===== src/rtl/register_unloader_pkg.sv =====
// rtl/register_unloader_pkg.sv - shared state type and sizing helpers for register loader/unloader blocks
package register_unloader_pkg;

  typedef enum logic {
    IDLE = 1'b0,
    SEND = 1'b1
  } unload_state_e;

  function automatic int ceil_div(input int num, input int den);
    return (num + den - 1) / den;
  endfunction

  // Counter width; never below one bit so single-beat configurations still elaborate.
  function automatic int clog2_min1(input int value);
    int bits;
    bits = 0;
    while ((1 << bits) < value) begin
      bits = bits + 1;
    end
    return (bits < 1) ? 1 : bits;
  endfunction

endpackage


===== src/rtl/register_unloader.sv =====
// rtl/register_unloader.sv - wide parallel value unloaded LSB-first as WORD-bit beats over valid/ready
module register_unloader
  import register_unloader_pkg::*;
#(
  parameter int SIZE = 32,
  parameter int WORD = 8
) (
  input  logic            clk,
  input  logic            resetn,
  input  logic            load_valid,
  output logic            load_ready,
  input  logic [SIZE-1:0] din,
  output logic [WORD-1:0] dout,
  output logic            dout_valid,
  input  logic            dout_ready,
  output logic            dout_last,
  output logic            busy
);

  localparam int NUM_WORDS = ceil_div(SIZE, WORD);
  localparam int CNT_W     = clog2_min1(NUM_WORDS);
  localparam int PAD_W     = NUM_WORDS * WORD;
  localparam logic [CNT_W-1:0] LAST_CNT = CNT_W'(NUM_WORDS - 1);

  unload_state_e    state_q, state_d;
  logic [PAD_W-1:0] shreg_q, shreg_d;
  logic [CNT_W-1:0] cnt_q, cnt_d;

  logic [PAD_W-1:0] din_ext;
  logic             beat_fire;
  logic             last_beat;
  logic             load_fire;

  always_comb begin
    din_ext            = '0;
    din_ext[SIZE-1:0]  = din;
  end

  assign dout_valid = (state_q == SEND);
  assign busy       = (state_q == SEND);
  assign dout       = shreg_q[WORD-1:0];
  assign last_beat  = (state_q == SEND) && (cnt_q == LAST_CNT);
  assign dout_last  = last_beat;
  assign beat_fire  = dout_valid && dout_ready;
  // A new value may be taken on the very handshake that retires the last beat.
  assign load_ready = (state_q == IDLE) || (beat_fire && last_beat);
  assign load_fire  = load_valid && load_ready;

  always_comb begin
    state_d = state_q;
    shreg_d = shreg_q;
    cnt_d   = cnt_q;
    if (load_fire) begin
      shreg_d = din_ext;
      cnt_d   = '0;
      state_d = SEND;
    end else if (beat_fire) begin
      if (last_beat) begin
        state_d = IDLE;
      end else begin
        shreg_d = shreg_q >> WORD;
        cnt_d   = cnt_q + CNT_W'(1);
      end
    end
  end

  always_ff @(posedge clk or negedge resetn) begin
    if (!resetn) begin
      state_q <= IDLE;
      shreg_q <= '0;
      cnt_q   <= '0;
    end else begin
      state_q <= state_d;
      shreg_q <= shreg_d;
      cnt_q   <= cnt_d;
    end
  end

endmodule


===== config.mk =====
export PLATFORM = sky130hd
export DESIGN_NAME = register_unloader
export DESIGN_NICKNAME = d
export VERILOG_FILES = /design/src/rtl/register_unloader_pkg.sv /design/src/rtl/register_unloader.sv
export SDC_FILE = /design/constraint.sdc
export NUM_CORES = 1
export LEC_CHECK = 0
export CORE_ASPECT_RATIO = 0.5
export CORE_MARGIN = 5
export CORE_UTILIZATION = 30
export DETAILED_ROUTE_END_ITERATION = 6
export SYNTH_ARGS = -nofsm -noshare
export SYNTH_HDL_FRONTEND = slang
export SYNTH_SLANG_ARGS = --single-unit

===== constraint.sdc =====
create_clock -name clk -period 3.25 [get_ports clk]
set_input_delay 0.325 -clock clk [delete_from_list [all_inputs] [get_ports clk]]
set_output_delay 0.325 -clock clk [all_outputs]
set_load 0.01 [all_outputs]

==> results_dict.tcl <==
set metrics [dict create \
    outcome "complete, no violations" \
    ant_nets 0 \
    area_delta_synth_final_pct 27.9 \
    vias 1558 \
    wl_met1_mm 2.44 \
    cts_resized 0 \
    final_layout_size_suffix_gt1_share_pct 8.80 \
    antenna_found_initial 0 \
    seq_area_um2 876 \
    met2WireLength_mm 2.09 \
    clockBufferDepth 2 \
    start_util_pct 31.8 \
    worst_pin_slew_ns 0.863 \
    hpwl_mm 3.20 \
    avgSynthCellArea_um2 10.8 \
    hold_ws_ns 0.138 \
    maxSlewHeadroom_pct 42.4 \
    io_pins 48 \
    rr_startpoint "cnt_q[0]" \
    wl_per_cell_um 15.8 \
    nets 253 \
    via_per_inst 5.13 \
    multiInputGateArea_um2 898 \
    fmax_mhz 443 \
    netlist_instances 184 \
    grt_pass1_wl_mm 7.91 \
    numClockSinks 35 \
    drtPass1Iterations 5 \
    worstRegToRegCells 4 \
    grtUsageTotal_pct 11.7 \
    core_um2 6230 \
    synth_seq_area_share_pct 44.2 \
    cellPowerDensity_nw_per_um2 793 \
    cp_max_fo 12 \
    wirelength_mm 4.81 \
    gp_congestion 0.721 \
    min_period_ns 2.26 \
    clk_latency_ns 0.27 \
    syn-cell-area_um2 1980 \
    drtIter0Drc 87 \
    maxCapViolCount 0 \
    cts_root_buf "clkbuf_16" \
    setup_viol 0 \
    hold_violations 0 \
    p_leak_nw 1.04 \
    met3WireLength_um 224 \
    fin_skew_ns 0.00254 \
    drc 0 \
    synth_fp_nets 221 \
    timing.rr.end "shreg_q[11]" \
    yosys_register_bits 35 \
    routed.top_layer "met4" \
    grt_max_degree 51 \
    grt-ovfl-total 0 \
    htreeDepth 2 \
    endpoint_kind "output port" \
    clk_pin_slew_ns 0.05 \
    rsz0062_at_grt "no" \
    setup-tns-final_ns 0 \
    vdd_drop_max_mv 0.227 \
    ys_warn_count 0 \
    die_x_um 125 \
    critPathLaunchType "register" \
    ff2ff_setup_slack_ns 1.17 \
    arrival_ns 1.93 \
    critical_path_required_ns 2.92 \
    hold_class "in2async" \
    fin_crit_sh_pct 69.4 \
    synth_cell_types 25 \
    maxSlewViolCount 0 \
    ctsHoldBuffers 0 \
    num_rows 20 \
    cts_tree "done" \
    grt_pass1_vias 1555 \
    antennaDiodeCount 0 \
    die_h_um 67.4 \
    io_buffer_count 47 \
    num-fill-cells 612 \
    cts_inserted_buffers 5 \
    path_class "reg2out" \
    cts_setup_buffers 0 \
    die_area_um2 8420 \
]
-- layer usage --
layer  vias up  GRT usage (%)
li1        745              -
met1       777           16.4
met2        32           17.5
met3         4           3.24
met4         0           4.05
met5         -              0
-- logic make-up (layout without fill, tap and decap cells) --
group           Yosys count  count (layout)  synth area share (%)
buf+inv                  29              61                  10.4
fa+ha+maj                 1               1                 0.632
flops                    35              35                  44.2
simple gates             57              57                  19.7
mux                       1               1                 0.506
compound gates           61              61                  24.6
-- critical path: stages, from the launching register on --
cell,delay [ns]
dfrtp_1,0.38
ha_1,0.50
nand2_4,0.13
nand2_1,0.10
clkdlybuf4s50_1,0.54
-- cells in the mapped netlist, drive strengths merged --
| master | number | area, um2 |
|---|---|---|
| a21boi | 1 | 18.8 |
| a21oi | 24 | 120 |
| a221o | 22 | 224 |
| a221oi | 2 | 17.5 |
| a22o | 9 | 78.8 |
| and2 | 1 | 6.26 |
| buf | 22 | 179 |
| clkbuf | 3 | 11.3 |
| dfrtp | 35 | 876 |
| ha | 1 | 12.5 |
| inv | 4 | 15.0 |
| mux2i | 1 | 10.0 |
| nand2 | 3 | 18.8 |
| nand2b | 26 | 163 |
| nand3b | 22 | 165 |
| nor2 | 4 | 22.5 |
| nor2b | 1 | 13.8 |
| o22ai | 2 | 18.8 |
| o2bb2ai | 1 | 8.76 |
-- placed cells by master, fill, tap and decap left out, drive strengths merged --
cell type	count
clkbuf	6
nor2	4
a21boi	1
mux2i	1
nand2b	26
a21oi	24
and2	1
a221o	22
ha	1
a22o	9
clkdlybuf4s50	46
inv	4
dfrtp	35
nor2b	1
o2bb2ai	1
nand2	3
nand3b	22
clkinv	1
a221oi	2
buf	4
o22ai	2
-- registers in the layout (all words and copies together), names as in the netlist --
register,flops
cnt_q,2
shreg_q,32
busy,1
-- how the worst max path moves through the flow --
| stage | from | endpoint | slack, ns | cells after the start |
|---|---|---|---|---|
| final | cnt_q[0] | load_ready | 0.99 | 4 |
| after global routing | cnt_q[0] | load_ready | 0.86 | 4 |
| after CTS | cnt_q[0] | load_ready | 0.98 | 4 |
| after detailed placement | load_valid | shreg_q[11] | 1.17 | 3 |
| after global placement | load_valid | shreg_q[11] | 1.22 | 3 |
| after floorplan | cnt_q[0] | shreg_q[0] | 1.72 | 5 |
-- through the flow --
stage / cell area [um2] / instances / power [mW] / utilization (%) / setup WS (ns)
final: 2530 / 304 / 2.01 / 40.6 / 0.994
after global routing: 2530 / 304 / 2.15 / 40.6 / 0.862
after CTS: 2530 / 304 / 2.03 / 40.6 / 0.982
after detailed placement: 2390 / 297 / 1.55 / 38.3 / 1.17
after global placement: 2390 / 297 / 1.53 / 38.3 / 1.22
after floorplan: 1980 / 184 / 1.36 / - / 1.72
-- power by group --
group | switching [mW] | leakage [nW] | internal (mW)
registers | 0.155 | 0.455 | 0.618
logic | 0.339 | 0.514 | 0.434
clock network | 0.164 | 0.0727 | 0.299
-- area by class of cell --
class	instances	area share, %
sequential	35	34.6
multi-input combinational	120	35.5
tap	88	4.35
clock inverter	1	0.198
timing repair buffer	50	19.3
inverter	4	0.593
clock buffer	6	5.49
(Power assumes the default switching activity.)
